==> src/rtl/load_store_unit.sv <==
// -----------------------------------------------------------------------------
// load_store_unit
//
// Memory-side half of the result path. Takes one load/store command from the
// multicycle control FSM, runs a valid/ready transaction on a word-addressed
// data-memory port, steers byte/halfword lanes and write strobes, and returns
// a registered, sign/zero-extended load word used as the writeback `data`
// operand.
//
// Ports
//   clk, reset         clock; asynchronous active-high reset
//   start              one-cycle command strobe, sampled only in IDLE
//   is_store           1 = store, 0 = load (sampled with start)
//   funct3             RV32I width/sign code (sampled with start)
//   addr               byte address (sampled with start)
//   store_data         rs2 value (sampled with start)
//   busy               high while a command is in REQ or DONE
//   done               one-cycle completion pulse
//   fault              valid with done; misaligned or illegal funct3
//   load_data          extended load result, held until the next good load
//   mem_req/mem_we     request valid / write enable
//   mem_addr           word-aligned address (bits [1:0] = 0)
//   mem_wdata          lane-replicated store data
//   mem_wstrb          byte write enables, 0000 on reads
//   mem_ready          memory accepts; read data valid in the same cycle
//   mem_rdata          read word
//
// Timing: the done pulse is registered one cycle after the FSM enters DONE,
// so a zero-wait access reports done after edge N+2 for a start sampled at
// edge N, and a faulting command reports done after edge N+1.
// -----------------------------------------------------------------------------
module load_store_unit #(
  parameter int ADDR_W = 32
) (
  input  logic              clk,
  input  logic              reset,
  input  logic              start,
  input  logic              is_store,
  input  logic [2:0]        funct3,
  input  logic [ADDR_W-1:0] addr,
  input  logic [31:0]       store_data,
  output logic              busy,
  output logic              done,
  output logic              fault,
  output logic [31:0]       load_data,
  output logic              mem_req,
  output logic              mem_we,
  output logic [ADDR_W-1:0] mem_addr,
  output logic [31:0]       mem_wdata,
  output logic [3:0]        mem_wstrb,
  input  logic              mem_ready,
  input  logic [31:0]       mem_rdata
);

  localparam logic [1:0] ST_IDLE = 2'd0;
  localparam logic [1:0] ST_REQ  = 2'd1;
  localparam logic [1:0] ST_DONE = 2'd2;

  logic [1:0]        state_q, state_d;
  logic              is_store_q;
  logic [2:0]        funct3_q;
  logic [1:0]        addr_lo_q;
  logic              fault_pend_q;
  logic              done_q, fault_q;
  logic              mem_req_q, mem_we_q;
  logic [ADDR_W-1:0] mem_addr_q;
  logic [31:0]       mem_wdata_q;
  logic [3:0]        mem_wstrb_q;
  logic [31:0]       load_data_q;

  // ---------------------------------------------------------------------------
  // Command decode on the raw inputs (only consumed when start is taken).
  // ---------------------------------------------------------------------------
  logic        legal_f3, misaligned, cmd_ok;
  logic [31:0] wdata_steer;
  logic [3:0]  wstrb_steer;

  always_comb begin
    // NOTE: every signal assigned in an always_comb gets a default first so
    // no path through the case statements can leave it unassigned (latch).
    legal_f3    = 1'b0;
    misaligned  = 1'b0;
    wdata_steer = store_data;
    wstrb_steer = 4'b1111;

    if (is_store) begin
      legal_f3 = (funct3 == 3'b000) || (funct3 == 3'b001) || (funct3 == 3'b010);
    end else begin
      legal_f3 = (funct3 == 3'b000) || (funct3 == 3'b001) || (funct3 == 3'b010) ||
                 (funct3 == 3'b100) || (funct3 == 3'b101);
    end

    // funct3[1:0] encodes the access width for every legal code.
    case (funct3[1:0])
      2'b01:   misaligned = addr[0];
      2'b10:   misaligned = (addr[1:0] != 2'b00);
      default: misaligned = 1'b0;
    endcase

    case (funct3[1:0])
      2'b00: begin
        wdata_steer = {4{store_data[7:0]}};
        wstrb_steer = 4'b0001 << addr[1:0];
      end
      2'b01: begin
        wdata_steer = {2{store_data[15:0]}};
        wstrb_steer = 4'b0011 << {addr[1], 1'b0};
      end
      default: begin
        wdata_steer = store_data;
        wstrb_steer = 4'b1111;
      end
    endcase
  end

  assign cmd_ok = legal_f3 && !misaligned;

  // ---------------------------------------------------------------------------
  // Load extraction from the live read word, using the latched command.
  // ---------------------------------------------------------------------------
  logic [31:0] byte_shift, half_shift, load_ext;

  assign byte_shift = mem_rdata >> {addr_lo_q, 3'b000};
  assign half_shift = mem_rdata >> {addr_lo_q[1], 4'b0000};

  always_comb begin
    load_ext = mem_rdata;
    case (funct3_q)
      3'b000:  load_ext = {{24{byte_shift[7]}}, byte_shift[7:0]};
      3'b001:  load_ext = {{16{half_shift[15]}}, half_shift[15:0]};
      3'b100:  load_ext = {24'h0, byte_shift[7:0]};
      3'b101:  load_ext = {16'h0, half_shift[15:0]};
      default: load_ext = mem_rdata;
    endcase
  end

  // ---------------------------------------------------------------------------
  // Next-state logic.
  // ---------------------------------------------------------------------------
  always_comb begin
    state_d = state_q;
    case (state_q)
      ST_IDLE: if (start) state_d = cmd_ok ? ST_REQ : ST_DONE;
      ST_REQ:  if (mem_ready) state_d = ST_DONE;
      ST_DONE: state_d = ST_IDLE;
      default: state_d = ST_IDLE;
    endcase
  end

  // ---------------------------------------------------------------------------
  // State and registered outputs.
  // ---------------------------------------------------------------------------
  // NOTE: all state is written with non-blocking assignments so every register
  // samples pre-edge values; the reset branch is asynchronous and clears every
  // output register, so a reset mid-transaction drops mem_req at once.
  always_ff @(posedge clk or posedge reset) begin
    if (reset) begin
      state_q      <= ST_IDLE;
      is_store_q   <= 1'b0;
      funct3_q     <= 3'b000;
      addr_lo_q    <= 2'b00;
      fault_pend_q <= 1'b0;
      done_q       <= 1'b0;
      fault_q      <= 1'b0;
      mem_req_q    <= 1'b0;
      mem_we_q     <= 1'b0;
      mem_addr_q   <= '0;
      mem_wdata_q  <= 32'h0;
      mem_wstrb_q  <= 4'b0000;
      load_data_q  <= 32'h0;
    end else begin
      state_q <= state_d;
      done_q  <= 1'b0;
      fault_q <= 1'b0;

      case (state_q)
        ST_IDLE: begin
          if (start) begin
            is_store_q   <= is_store;
            funct3_q     <= funct3;
            addr_lo_q    <= addr[1:0];
            fault_pend_q <= !cmd_ok;
            // A faulting command never touches the memory-side registers.
            if (cmd_ok) begin
              mem_req_q   <= 1'b1;
              mem_we_q    <= is_store;
              mem_addr_q  <= {addr[ADDR_W-1:2], 2'b00};
              mem_wdata_q <= wdata_steer;
              mem_wstrb_q <= is_store ? wstrb_steer : 4'b0000;
            end
          end
        end

        ST_REQ: begin
          // Request registers are untouched while waiting, so the memory sees
          // a stable request across any number of wait states.
          if (mem_ready) begin
            mem_req_q   <= 1'b0;
            mem_we_q    <= 1'b0;
            mem_wstrb_q <= 4'b0000;
            if (!is_store_q) load_data_q <= load_ext;
          end
        end

        ST_DONE: begin
          done_q  <= 1'b1;
          fault_q <= fault_pend_q;
        end

        default: ;
      endcase
    end
  end

  assign busy      = (state_q == ST_REQ) || (state_q == ST_DONE);
  assign done      = done_q;
  assign fault     = fault_q;
  assign load_data = load_data_q;
  assign mem_req   = mem_req_q;
  assign mem_we    = mem_we_q;
  assign mem_addr  = mem_addr_q;
  assign mem_wdata = mem_wdata_q;
  assign mem_wstrb = mem_wstrb_q;

endmodule

==> config.mk <==
export PLATFORM = sky130hd
export DESIGN_NAME = load_store_unit
export DESIGN_NICKNAME = d
export VERILOG_FILES = /design/src/rtl/load_store_unit.sv
export SDC_FILE = /design/constraint.sdc
export NUM_CORES = 1
export LEC_CHECK = 0
export CORE_AREA = 2 2 119 121
export DETAILED_ROUTE_END_ITERATION = 7
export DIE_AREA = 0 0 121 123
export PLACE_DENSITY = 0.84
export SLEW_MARGIN = 10
export SYNTH_ARGS = -nofsm -noshare
export SYNTH_HDL_FRONTEND = slang
export SYNTH_SLANG_ARGS = --single-unit
export TNS_END_PERCENT = 100
==> constraint.sdc <==
create_clock -name clk -period 6.3 [get_ports clk]
set_input_delay 0.63 -clock clk [delete_from_list [all_inputs] [get_ports clk]]
set_output_delay 0.63 -clock clk [all_outputs]
set_load 0.01 [all_outputs]
## After elaboration in Yosys (flattened, before gate mapping)

Cells that the tools add are included.

- Shifts and indexed selects: 4
- Eq/ne operators: 14
- Reductions and logical operators: 19
- Bitwise operators: 1
- Mux-type cells: 23

Operator list:

| cell | number |
|---|---|
| case mux 32 bit (4 select lines) | 1 |
| case mux 32 bit (2 select lines) | 1 |
| right shift 32 x 5 -> 16 bit | 1 |
| right shift 32 x 5 -> 8 bit | 1 |
| two-way mux 4 bit | 4 |
| case mux 4 bit (2 select lines) | 2 |
| equality test 3 bit, second input constant | 4 |
| two-way mux 1 bit | 8 |
| equality test 3 x 1 -> 1 bit, second input constant | 2 |
| zero test 3 bit | 2 |
| two-way mux 2 bit | 3 |
| inequality test 2 bit, second input constant | 3 |
| case mux 1 bit (2 select lines) | 3 |
| AND reduction 3 bit | 2 |
| logical OR 1 bit | 5 |
| equality test 2 x 1 -> 1 bit, second input constant | 2 |
| equality test 2 bit, second input constant | 2 |
| zero test 2 bit | 2 |
| case mux 2 bit (2 select lines) | 1 |
| AND reduction 2 bit | 2 |
| AND reduction 4 bit | 1 |
| nonzero test 2 bit | 2 |
| << shifter 1 x 2 -> 4 bit, first input constant | 1 |
| << shifter 2 x 2 -> 4 bit, first input constant | 1 |
| other kinds (4) | 5 |

- Register bits after elaboration: 111
- Logic and storage cells: 74
- Input port bits: 104

## Depth between registers and ports, before layout

- Word-level depth: 10
- Gate-level depth with buffers: 10
- Mapped depth without buffers: 6

## Worst setup path before layout

Ideal clock, no wire load.

- Path type: input to register
- From: input funct3[0]
- To: register mem_wdata_q[25], in the netlist mem_wdata[25]
- Path slack: 3,969 ps
- Arrival: 2,204 ps
- Library setup time: 127 ps
- Stages: 9
- Cells stage by stage: inv_1 > ha_1 > o211a_1 > a31oi_2 > and2_1 > buf_4 > buf_6 > buf_8 > mux2_1

- Word-level cells in the longest chain between the ends: 8
- Elaborated cells on any way between the ends: 18

RTL lines:

| what | RTL line | source |
|---|---|---|
| from (decl) | 39 | `input logic [2:0] funct3,` |
| equality test 3 x 1 -> 1 bit or zero test 3 bit (tied branches) | 87, 89 |  |
| logical OR 1 bit (2 in series) | 87, 89 |  |
| logical OR 1 bit | 89 | `legal_f3 = (funct3 == 3'b000) \|\| (funct3 == 3'b001) \|\| (funct3 == 3'b010) \|\|` |
| logical OR 1 bit | 90 | `(funct3 == 3'b100) \|\| (funct3 == 3'b101);` |
| two-way mux 1 bit | 86 | `if (is_store) begin` |
| logical AND 1 bit | 116 | `assign cmd_ok = legal_f3 && !misaligned;` |
| AND reduction 3 bit (no line) | -- |  |
| to (signal assigned) | 188 | `mem_wdata_q <= wdata_steer;` |
| to (decl) | 67 | `logic [31:0] mem_wdata_q;` |

Several ways; a longest one is shown, not always the timed one.
A chain may end at the register's enable or synchronous reset.

## Worst setup path in the final report

- From: input funct3[0]
- To: register mem_addr_q[6], in the netlist mem_addr[6]

- Word-level cells in the longest chain between the ends: 8
- Elaborated cells on any way between the ends: 16

RTL lines:

| what | RTL line | source |
|---|---|---|
| equality test 3 x 1 -> 1 bit or zero test 3 bit (tied branches) | 87, 89 |  |
| logical OR 1 bit (2 in series) | 87, 89 |  |
| logical OR 1 bit | 89 |  |
| logical OR 1 bit | 90 |  |
| two-way mux 1 bit | 86 |  |
| logical AND 1 bit (*) | 116 |  |
| AND reduction 3 bit (no line) (*) | -- |  |
| to (signal assigned) | 187 | `mem_addr_q <= {addr[ADDR_W-1:2], 2'b00};` |
| to (decl) | 66 | `logic [ADDR_W-1:0] mem_addr_q;` |

Every way passes the cells marked *; elsewhere a longest branch is shown, timed or not.

==> implementation parameters <==
Parameter                              Value

Detailed routing
  Drt drc    0
  Drt via density    between 5 and 6
  Number of DRC markers after the initial detailed-route iteration    between 400 and 500
  Via total after detailed routing    about 4700
  Average wire length per cell after detail routing    18.4 um
  1st-pass router iterations    6
  Final WL    between 15000 and 20000 um
  Final ANT Viol Nets    0

Die
  Die Wd    121 um
  Die Height    ~120 um
  Core Region    0.0136 sq mm
  Placement row count    43
  Die Area    ~0.015 sq mm
  Count of boundary I/O pins    between 200 and 250
  Starting density of the core    0.392

Clock tree
  Number of setup buffers added after CTS    0
  CTS tree    built
  Number of gates given a new drive strength after cts    0
  Number of CTS-inserted buffers    9
  Cell at the root of the clock tree    clkbuf_16
  Number of levels in the clock H-tree    3
  Number of hold buffers added after cts    0
  Clock-pin slew on the worst setup and hold paths    ~70 ps
  Clk Latency, worst-skew pair    360 ps
  Number of sinks handled by clock tree synthesis    ~110
  Max clock buf depth    2

Timing
  RSZ-0062 raised after global routing    false
  Max Clock Freq    approximately 250 MHz
  Final sum of negative setup slack    0 ps
  Final Max Slew Viols    0
  Final setup fails    0
  Post-route setup slack    between 2000 and 2500 ps
  Worst clock skew    roughly 15 ps
  Final cycle utilization of the critical path    0.628
  Headroom to the max-slew limit    0.245
  Slew of the pin with the lowest slew margin    roughly 1100 ps
  Min Clock Period, post-route    roughly 4000 ps
  Worst hold slack across all endpoints    roughly 480 ps
  Hold Fails Final Rpt    0

Finish
  Most common library cell in the layout ignoring fill and taps    clkdlybuf4s50_1
  Layout Nets    slightly below 800
  Most frequent cells in the layout    clkdlybuf4s50_1 (206), dfrtp_1 (111), nand2_1 (67), mux2_2 (52), nand3_1 (34)
  Post-route cell area    0.00781 sq mm
  Area added between synthesis and finish    46.5%
  Final Non-Filler Cells    859
  Share of post-route cells with drive strength above 1    0.121
  Diodes inserted    0

Placed design
  Total instance count after detailed placement    ~840
  Place WS    between 2000 and 2500 ps
  Area of placed instances    between 0.007 and 0.008 sq mm
  HPWL Detailed    roughly 12000 um
  Final GP Congestion    approximately 0.91
  Port Buf Inserts    slightly above 200

Power and ir drop
  Sw Share    0.337
  Static power due to leakage    between 0.003 and 0.004 uW
  Design internal power    around 2300 uW
  Flop pwr share    0.374
  Fraction of power consumed by the clock network    0.181
  Switching power total    roughly 1200 uW
  Share of power burned in combinational logic    0.445
  VDD IR max    between 0.2 and 0.3 mV
  Total power divided by cell area    446 mW/mm^2

Global routing
  Global-route wire length before repair    between 20000 and 25000 um
  Vias in the first global route    4689
  Residual overflow from global routing    0
  Global Route Usage Sum    0.214
  Pin count of the biggest net entering global routing    70
  Number of antenna violations at the first check in global routing    0

Synth
  Portion of the post-synthesis area used by sequential elements    0.521
  Count of unique library cells instantiated by Yosys    44
  Netlist area before placement    between 0.005 and 0.006 sq mm
  Yosys warnings    0
  Gate count of the mapped netlist    roughly 490
  Number of register bits inferred by synthesis    about 110
  Avg Cell Area, Syn    11.0 sq um

Critical path
  Max FO, Critical Path    36
  Worst endpoint required time    roughly 6500 ps
  Buf+Inv Stages, Crit Path    3
  Cell family contributing the most delay on the critical path    buffers and inverters
  Sort of element at the start of the critical path    input port
  Arrival time of data at the critical path endpoint    around 4200 ps
  Cell with the biggest individual delay on the critical path    and2_2
  Sequence of cells on the critical path    clkdlybuf4s50_1, inv_1, ha_1, nor2_2, a221oi_4, and2_2, buf_4, mux2_2
  Critical path capture point type    flip-flop
  Critical Setup Path Class    input port to flip-flop
  Crit-path max cell delay    around 780 ps

Hold path
  Hold/Removal Path Class    flip-flop to flip-flop

Job
  Number of violations of the max-capacitance limit    0

Run status
  Run status    complete, no violations
==> flip-flops by register name, indices dropped and copies added, names as in the netlist, 2 cells and up <==
signal and count:
mem_addr 30, mem_wstrb 4, funct3_q 3, load_data 32
addr_lo_q 2, state_q 2, mem_wdata 32
==> cells by family (layout without fill, tap and decap cells) <==
group | after synthesis | after routing | synth area share
mux | 74 | 74 | 0.155
simple gates | 148 | 148 | 0.132
buf+inv | 43 | 235 | 0.0404
fa+ha+maj | 6 | 6 | 0.0141
other cells | 1 | 2 | 0.000704
compound gates | 103 | 103 | 0.137
flops | 111 | 111 | 0.521
==> worst paths after layout <==
| check | slack [ps] | startpoint | end | cells after the start |
|---|---|---|---|---|
| setup / recovery | 2340 | funct3[0] | mem_addr[6]$_DFFE_PP0P_ | 8 |
| hold / removal | 480 | load_data[2]$_DFFE_PP0P_ | load_data[2]$_DFFE_PP0P_ | 2 |
| setup reg to reg | 3000 | state_q[0]$_DFFE_PP0P_ | mem_addr[6]$_DFFE_PP0P_ | 7 |
| hold reg to reg | 480 | load_data[2]$_DFFE_PP0P_ | load_data[2]$_DFFE_PP0P_ | 2 |
| max in group asynchronous | 4340 | reset | mem_wdata[27]$_DFFE_PP0P_ | 3 |
| min in group asynchronous | 670 | reset | mem_addr[6]$_DFFE_PP0P_ | 2 |
==> area by class of cell <==
type                       instances  area (sq um)
tap                              180           225
multi-input combinational        333          2340
clock buffer                      10           239
timing repair buffer             211          2100
inverter                           8          32.5
clock inverter                     6          90.1
fill                            1116          5810
sequential                       111          2780
==> cell usage after synthesis (all sizes together) <==
| library cell | count | area share |
|---|---|---|
| a22o | 9 | 0.015 |
| a21oi | 32 | 0.030 |
| nor2 | 7 | 0.0054 |
| mux2i | 15 | 0.028 |
| mux2 | 58 | 0.12 |
| or3 | 7 | 0.0082 |
| o31a | 1 | 0.0016 |
| a41o | 1 | 0.0019 |
| a22oi | 15 | 0.021 |
| o211ai | 2 | 0.0028 |
| ha | 6 | 0.014 |
| o21a | 1 | 0.0014 |
| and2 | 2 | 0.0023 |
| a31oi | 1 | 0.0023 |
| nand3 | 34 | 0.032 |
| clkbuf | 17 | 0.012 |
| a311oi | 7 | 0.012 |
| o211a | 2 | 0.0038 |
| o21ai | 13 | 0.012 |
| inv | 8 | 0.0056 |
| nand3b | 1 | 0.0014 |
| nor2b | 8 | 0.0094 |
| dfrtp | 111 | 0.52 |
| conb | 1 | 0.00070 |
| nand2b | 15 | 0.018 |
| buf | 18 | 0.023 |
| a221o | 5 | 0.0094 |
| or2 | 2 | 0.0023 |
| a221oi | 2 | 0.0066 |
| nand2 | 68 | 0.049 |
| o21bai | 1 | 0.0014 |
| o2111ai | 2 | 0.0033 |
| o22a | 1 | 0.0016 |
| mux4 | 1 | 0.0042 |
| nor3 | 4 | 0.0038 |
| o31ai | 8 | 0.011 |
==> tightest hold or removal path: cells and delay by family (launching register included) <==
kind	cells	cell delay (ps)
and+or+nand+nor	1	50
DFF	1	350
AOI/OAI and AO/OA	1	50
==> power groups by stage <==
| stage | logic, uW | clock network, uW | registers [uW] |
|---|---|---|---|
| 3_3_place_gp | 1510 | 0 | 1290 |
| 3_5_place_dp | 1550 | 0 | 1310 |
| 4_1_cts | 1560 | 645 | 1300 |
| 2_1_floorplan | 622 | 0 | 1370 |
| 5_1_grt | 1660 | 678 | 1340 |
| 6_report | 1550 | 632 | 1300 |
==> per-stage QoR <==
| stage | power [uW] | util |
|---|---|---|
| 5_1_grt | 3680 | 0.573 |
| 6_report | 3480 | 0.573 |
| 3_3_place_gp | 2810 | 0.549 |
| 3_5_place_dp | 2860 | 0.549 |
| 2_1_floorplan | 1990 | - |
| 4_1_cts | 3510 | 0.573 |
==> routing by layer <==
metal  track usage  part of all wire
met5             0                 0
met4         0.114             0.035
met3        0.0609              0.10
met2         0.339              0.47
met1         0.267              0.39
Power figures use the tool's default switching activity.
